==> src/rtl/spi_tx_fifo.sv <==
// Synchronous FIFO buffering result words ahead of the SPI transmitter.
// Optional saturating drop counter enabled by defining SPI_TX_FIFO_DROP_CNT_EN.
module spi_tx_fifo #(
    parameter int WIDTH       = 9,
    parameter int DEPTH       = 16,
    parameter int AFULL_LEVEL = 12
) (
    input  logic                     sclk,
    input  logic                     reset_n,
    input  logic [WIDTH-1:0]         data_in,
    input  logic                     data_ready,
    input  logic                     fifo_read_enable,
    input  logic                     clear_flags,
    output logic [WIDTH-1:0]         data_out,
    output logic                     fifo_empty,
    output logic                     fifo_full,
    output logic                     almost_full,
    output logic [$clog2(DEPTH):0]   count,
`ifdef SPI_TX_FIFO_DROP_CNT_EN
    output logic [15:0]              drop_count,
`endif
    output logic                     overflow,
    output logic                     underflow
);

    localparam int AW = $clog2(DEPTH);
    localparam int CW = AW + 1;
    localparam logic [CW-1:0] DEPTH_C = CW'(DEPTH);
    localparam logic [CW-1:0] AFULL_C = CW'(AFULL_LEVEL);

    logic [WIDTH-1:0] mem [DEPTH];
    logic [AW-1:0]    wr_ptr;
    logic [AW-1:0]    rd_ptr;
    logic [CW-1:0]    count_next;
    logic             rd_acc;
    logic             wr_acc;
    logic             drop;
    logic             rd_err;

    // A write into a full FIFO is still accepted when a read frees a slot this cycle.
    always_comb begin
        rd_acc = fifo_read_enable && !fifo_empty;
        wr_acc = data_ready && (!fifo_full || rd_acc);
        drop   = data_ready && fifo_full && !rd_acc;
        rd_err = fifo_read_enable && fifo_empty;
        count_next = count;
        case ({wr_acc, rd_acc})
            2'b10:   count_next = count + 1'b1;
            2'b01:   count_next = count - 1'b1;
            default: count_next = count;
        endcase
    end

    always_ff @(posedge sclk) begin
        if (wr_acc) begin
            mem[wr_ptr] <= data_in;
        end
    end

    always_ff @(posedge sclk or negedge reset_n) begin
        if (!reset_n) begin
            wr_ptr      <= '0;
            rd_ptr      <= '0;
            count       <= '0;
            data_out    <= '0;
            fifo_empty  <= 1'b1;
            fifo_full   <= 1'b0;
            almost_full <= 1'b0;
            overflow    <= 1'b0;
            underflow   <= 1'b0;
        end else begin
            if (wr_acc) begin
                wr_ptr <= wr_ptr + 1'b1;
            end
            if (rd_acc) begin
                data_out <= mem[rd_ptr];
                rd_ptr   <= rd_ptr + 1'b1;
            end
            count       <= count_next;
            fifo_empty  <= (count_next == '0);
            fifo_full   <= (count_next == DEPTH_C);
            almost_full <= (count_next >= AFULL_C);
            if (drop) begin
                overflow <= 1'b1;
            end else if (clear_flags) begin
                overflow <= 1'b0;
            end
            if (rd_err) begin
                underflow <= 1'b1;
            end else if (clear_flags) begin
                underflow <= 1'b0;
            end
        end
    end

`ifdef SPI_TX_FIFO_DROP_CNT_EN
    // A drop coinciding with clear_flags restarts the count at one.
    always_ff @(posedge sclk or negedge reset_n) begin
        if (!reset_n) begin
            drop_count <= '0;
        end else if (clear_flags) begin
            drop_count <= drop ? 16'd1 : 16'd0;
        end else if (drop && drop_count != 16'hFFFF) begin
            drop_count <= drop_count + 16'd1;
        end
    end
`endif

endmodule

==> config.mk <==
export PLATFORM = sky130hd
export DESIGN_NAME = spi_tx_fifo
export DESIGN_NICKNAME = d
export VERILOG_FILES = /design/src/rtl/spi_tx_fifo.sv
export SDC_FILE = /design/constraint.sdc
export NUM_CORES = 1
export LEC_CHECK = 0
export ABC_AREA = 1
export CORE_MARGIN = 2
export CORE_UTILIZATION = 25
export CTS_BUF_LIST = sky130_fd_sc_hd__clkbuf_4 sky130_fd_sc_hd__clkbuf_8
export CTS_CLUSTER_SIZE = 25
export DETAILED_ROUTE_END_ITERATION = 16
export GPL_ROUTABILITY_DRIVEN = 0
export PLACE_DENSITY_LB_ADDON = 0.1
export SLEW_MARGIN = 20
export SYNTH_ARGS = -nofsm -noshare
export SYNTH_HDL_FRONTEND = slang
export SYNTH_SLANG_ARGS = --single-unit
==> constraint.sdc <==
create_clock -name sclk -period 5.48 [get_ports sclk]
set_input_delay 1.37 -clock sclk [delete_from_list [all_inputs] [get_ports sclk]]
set_output_delay 1.37 -clock sclk [all_outputs]
set_load 0.03 [all_outputs]
# After elaboration in Yosys (flattened, before gate mapping)
# Memories as Yosys holds them, arrays and structs flattened. A register that Yosys moved wholly into a read port is not among the register bits.
# Cells that the tools add are included.
op_classes:
  addsub: 4
  magnitude_cmp: 1
  eq_ne: 3
  muxes: 6
  n_reduce_logical: 13
op_table:
  columns: ["cell", "count"]
  rows:
  - ["$pmux W5 S2", 1]
  - ["$add A4 B1 Y4 const B", 2]
  - ["$add A5 B1 Y5 const B", 1]
  - ["$eq A5 B5 Y1 const B", 1]
  - ["$ge A5 B4 Y1 const B", 1]
  - ["$logic_and A1 B1 Y1", 5]
  - ["$logic_not A5 Y1", 1]
  - ["$mux W1", 5]
  - ["$sub A5 B1 Y5 const B", 1]
  - ["$logic_not A1 Y1", 4]
  - ["$reduce_bool A2 Y1", 2]
  - ["$eq A2 B1 Y1 const B", 1]
  - ["$eq A2 B2 Y1 const B", 1]
  - ["$logic_or A1 B1 Y1", 1]
word_totals:
  register_bits: 18
  ramBits: 144
  inputBits: 14
  out_inout_bits: 19
  wordCells: 36
  mem_count: 1
memory_table:
  columns: ["name", "depth", "width", "rd", "rd_ports_with_merged_regs", "wr", "line", "source"]
  rows:
  - ["mem", 16, 9, 1, 1, 1, "31", "logic [WIDTH-1:0] mem [DEPTH];"]

# Longest topological paths before layout
logic_depth:
  ltp_word: 7
  ltp_mapped: 16
  depth_no_buf: 16

# Worst setup path after synthesis
# OpenSTA, ideal clock, no wires.
synth_path:
  kind: "input port to flip-flop"
  from: "input fifo_read_enable"
  to: "register fifo_full"
  setup_ns: 0.072
  arrival_time_ns: 3.232
  required_time_ns: 5.408
  slack_ns: 2.176
  stages: 15
  n_path_buf: 1
  cell_sequence: "inv_1 nor2_4 clkbuf_1 ha_1 nand2_1 inv_1 nor2_1 ha_1 a21oi_1 nor2_2 nand3_1 nand3_2 nand2_1 nand2_1 nor2_1"
synth_between:
  elab_chain_len: 6
  elab_cells_between_ends: 7
  cone_classes: "eq/ne (3); mux (1); reduce/logical (3)"
synth_lines:
  columns: ["element", "line", "source"]
  rows:
  - ["start: declaration", "12", "input logic fifo_read_enable,"]
  - ["$logic_and A1 B1 Y1 (*)", "42", "rd_acc = fifo_read_enable && !fifo_empty;"]
  - ["net rd_acc", "35", "logic rd_acc;"]
  - ["$logic_or A1 B1 Y1", "43", "wr_acc = data_ready && (!fifo_full || rd_acc);"]
  - ["$logic_and A1 B1 Y1", "43", null]
  - ["$eq A2 B1 Y1 / $eq A2 B2 Y1 (equally long branches)", "47", "case ({wr_acc, rd_acc})"]
  - ["$pmux W5 S2 (*)", "47", null]
  - ["$eq A5 B5 Y1 (*)", "81", "fifo_full <= (count_next == DEPTH_C);"]
  - ["end signal: assignment", "81", null]
  - ["end: declaration", "16", "output logic fifo_full,"]
# The timed path passes the listed nets; every way through them passes the cells marked *.
# A chain may end at the register's enable or synchronous reset.

# Final worst setup path
layout_path:
  from: "input fifo_read_enable"
  to: "register fifo_full"
layout_between:
  elab_chain_len: 6
  elab_cells_between_ends: 7
  cone_classes: "eq/ne (3); mux (1); reduce/logical (3)"
layout_lines:
  columns: ["element", "line", "source"]
  rows:
  - ["$logic_and A1 B1 Y1 (*)", "42", null]
  - ["$logic_or A1 B1 Y1", "43", null]
  - ["$logic_and A1 B1 Y1", "43", null]
  - ["$eq A2 B1 Y1 / $eq A2 B2 Y1 (equally long branches)", "47", null]
  - ["$pmux W5 S2 (*)", "47", null]
  - ["net count_next[1]", "34", "logic [CW-1:0] count_next;"]
  - ["$eq A5 B5 Y1 (*)", "81", null]
# Marked as above.

==> flow_metrics.py <==
metrics = {
    "worst_setup_path": {
        "crit_buf_inv": 3,
        "r2r_setup_slack_ps": 2860,
        "max_stage_delay_ps": 480,
        "critical_path_required_ps": 5880,
        "path_delay_family": "simple AND/OR/NAND/NOR gates",
        "cp_max_fo": 18,
        "path_cells": "clkdlybuf4s50_1 -> inv_1 -> nor2_4 -> o21ai_2 -> ha_1 -> nand2_1 -> inv_1 -> nor2_1 -> ha_1 -> nand2_1 -> o21ai_1 -> or2_0 -> nor2_1 -> nand3_1 -> nor2_1",
        "reg2reg_to": "data_out[5]$_DFFE_PN0P_",
        "crit-reg2reg-launch": "rd_ptr[2]$_DFFE_PN0P_",
        "crit_type": "in -> reg",
        "critPathSlowestCell": "clkdlybuf4s50_1",
        "startpoint_type": "input pin",
        "rr_worst_depth": 5,
        "critPathCaptureType": "register",
        "critPathArrivalTime_ps": 3970,
        "crit_top_cell": "nor2_1",
    },
    "global_route": {
        "grt_usage_pct": 13.1,
        "grt_busiest_layer": "met2",
        "overflow": 0,
        "grt_max_degree": 76,
        "first_global_vias": 4671,
        "grt_util_met2_pct": 20.7,
        "grt_pass1_wl_um": 29400,
        "grt.met3_usage_pct": 2.22,
        "use_met1_pct": 18.9,
        "grt_antenna_before_repair": 0,
    },
    "die": {
        "ios": 33,
        "row_count": 61,
        "die_area_um2": 29800,
        "die_y_um": 173,
        "core_area_um2": 27900,
        "chipWidth_um": 173,
        "initial_core_util_pct": 25.5,
    },
    "drt": {
        "wl_per_cell_um": 18.2,
        "firstDrtPassIters": 5,
        "route.detailed.drc": 0,
        "vias_per_cell": 4.32,
        "wirelength_um": 19100,
        "vias": 4530,
        "first_iter_violations": 362,
        "ant_nets": 0,
    },
    "cts": {
        "cts_buffers": 17,
        "cts_tree": "yes",
        "ctsLongestPathBuffers": 2,
        "clockRootBuffer": "clkbuf_8",
        "clock_latency_ps": 460,
        "cts_hold_buf": 0,
        "cts.sinks": 171,
        "cts_max_level": 4,
        "path_clk_slew_ps": 100,
        "postCtsSetupBuffers": 0,
        "cts_repair_resize_count": 0,
    },
    "sta": {
        "tns_ps": 0,
        "slew_headroom_pct": 38.3,
        "layout_worst_path_cycle_share_pct": 65.2,
        "slew_viol_final": 0,
        "finalHoldViolations": 0,
        "tightest_slew_ps": 922,
        "holdWs_ps": 534,
        "fin_skew_ps": 16.8,
        "min_period_ps": 3570,
        "max_freq_mhz": 280,
        "rsz0062_at_grt": "false",
        "setup_viol": 0,
    },
    "cells_and_area": {
        "syn_to_final_growth_pct": 14.8,
        "drive_gt1_share_pct": 7.91,
        "multi_input_area_um2": 1870,
        "antennaDiodeCount": 0,
        "fin_nets": 679,
        "fillers": 2855,
        "seq_area_um2": 5000,
        "finalNonFillerCells": 1048,
    },
    "flow_run": {
        "maxCapViolCount": 0,
    },
    "yosys": {
        "syn-num-nets": 651,
        "netlist_area_um2": 7110,
        "synth_cell_types": 27,
        "ys_ff_latch": 171,
        "ys_top_cells_by_area": "edfxtp_1 61%, nand2_1 11%, dfrtp_1 9.2%, nand3_1 8.3%, nor2_1 1.7%",
        "syn_area_per_cell_um2": 11.3,
        "synthCells": 629,
        "yosysWarnings": 0,
        "async_reset_ff_share_pct": 15.8,
        "synth_edf_count": 144,
        "synth_top_cell_by_area": "edfxtp_1",
        "yosysSeqAreaShare_pct": 70.3,
        "ys.flop_type": "edfxtp_1",
        "synth.most_common_cell": "nand2_1",
        "netlist.area_leader.share_pct": 60.8,
        "yosys-top-cells-count": "200 x nand2_1, 144 x edfxtp_1, 118 x nand3_1, 32 x nor2_1, 26 x dfrtp_1",
    },
    "pwr": {
        "power_frac_comb_pct": 39.4,
        "switching_share_pct": 42.5,
        "p_switching_uw": 1850,
        "pwr-share-clk_pct": 20.0,
        "power_density_nw_per_um2": 533,
        "p_leak_uw": 0.00297,
        "power.internal_uw": 2500,
        "seq_power_share_pct": 40.6,
        "ir_drop_mv": 0.300,
    },
    "worst_hold_path": {
        "hp-class": "reg -> reg",
        "whs_path_depth": 2,
        "hold_start": "underflow$_DFFE_PN0P_",
        "worst_hold_path.endpoint": "underflow$_DFFE_PN0P_",
    },
    "place": {
        "dp_hpwl_um": 12300,
        "dpl.cell_count": 1016,
        "port_buffers": 32,
    },
    "status": {
        "outcome": "finished clean",
    },
}
[layer usage]
layer	vias up	wire [um]
li1	2213	-
met1	2245	9540
met2	61	8820
met3	11	529
met4	0	169
met5	-	0
[logic make-up after synthesis]
family | synth area share [%]
adders and majority gates | 1.41
xor gates and xnor gates | 0.985
buffers and inverters | 3.31
DFF | 70.3
AOI/OAI and AO/OA | 2.06
and+or+nand+nor | 21.9
[sequential cells by signal, indices dropped and copies added, names as in the netlist]
| name | cells |
|---|---|
| data_out | 9 |
| rd_ptr | 4 |
| almost_full | 1 |
| underflow | 1 |
| count | 5 |
| fifo_empty | 1 |
| fifo_full | 1 |
| overflow | 1 |
| mem | 144 |
| wr_ptr | 4 |
[worst max-delay path by stage]
| stage | start | endpoint | slack, ps | cells past startpoint |
|---|---|---|---|---|
| final | fifo_read_enable | fifo_full$_DFF_PN0_ | 1910 | 15 |
| after global routing | fifo_read_enable | fifo_empty$_DFF_PN1_ | 1610 | 15 |
| after CTS | fifo_read_enable | fifo_full$_DFF_PN0_ | 1910 | 15 |
| after detailed placement | fifo_read_enable | fifo_full$_DFF_PN0_ | 1380 | 15 |
| after global placement | fifo_read_enable | fifo_empty$_DFF_PN1_ | 1490 | 15 |
| after floorplan | fifo_read_enable | fifo_full$_DFF_PN0_ | 2180 | 15 |
[power by group through the flow]
stage | Clock (uW) | Combinational, uW | Sequential [uW]
after floorplan | 0 | 1040 | 1870
after global placement | 0 | 1750 | 1800
after detailed placement | 0 | 1750 | 1800
after CTS | 901 | 1750 | 1770
after global routing | 943 | 1930 | 1790
final | 869 | 1720 | 1770
[stage by stage]
| step | cell area, um2 | total power, uW | util (%) | setup slack (ps) |
|---|---|---|---|---|
| finish | 8160 | 4350 | 29.3 | 1910 |
| global route | 8160 | 4670 | 29.3 | 1610 |
| CTS | 8160 | 4420 | 29.3 | 1910 |
| detailed placement | 7790 | 3550 | 27.9 | 1380 |
| global placement | 7790 | 3550 | 27.9 | 1490 |
| floorplan | 7110 | 2910 | - | 2180 |
[placed cells by master, fill, tap and decap left out, types with 7 or more instances in the layout]
cell type and n:
inv_1 14, edfxtp_1 144, clkdlybuf4s50_1 32, nor2_1 32
nand3_1 118, inv_6 7, nand2_1 200, clkbuf_8 17
dfrtp_1 25, a21oi_1 19, ha_1 8
[worst min-delay path: cells and delay by family, from the launching register on]
kind / cells / cell delay (ps)
buffers and inverters: 1 / 50
AO/OA/AOI/OAI: 1 / 60
flip-flops: 1 / 390
[cell type report]
type                    instances  share of cell area (%)
clock inverters                14                    1.63
clock buffers                  18                    2.96
well taps                     378                    5.80
flip-flops and latches        171                    61.3
repair buffers                 36                    4.29
inverters                      23                    1.06
multi-input cells             408                    23.0
(Power assumes the default switching activity.)
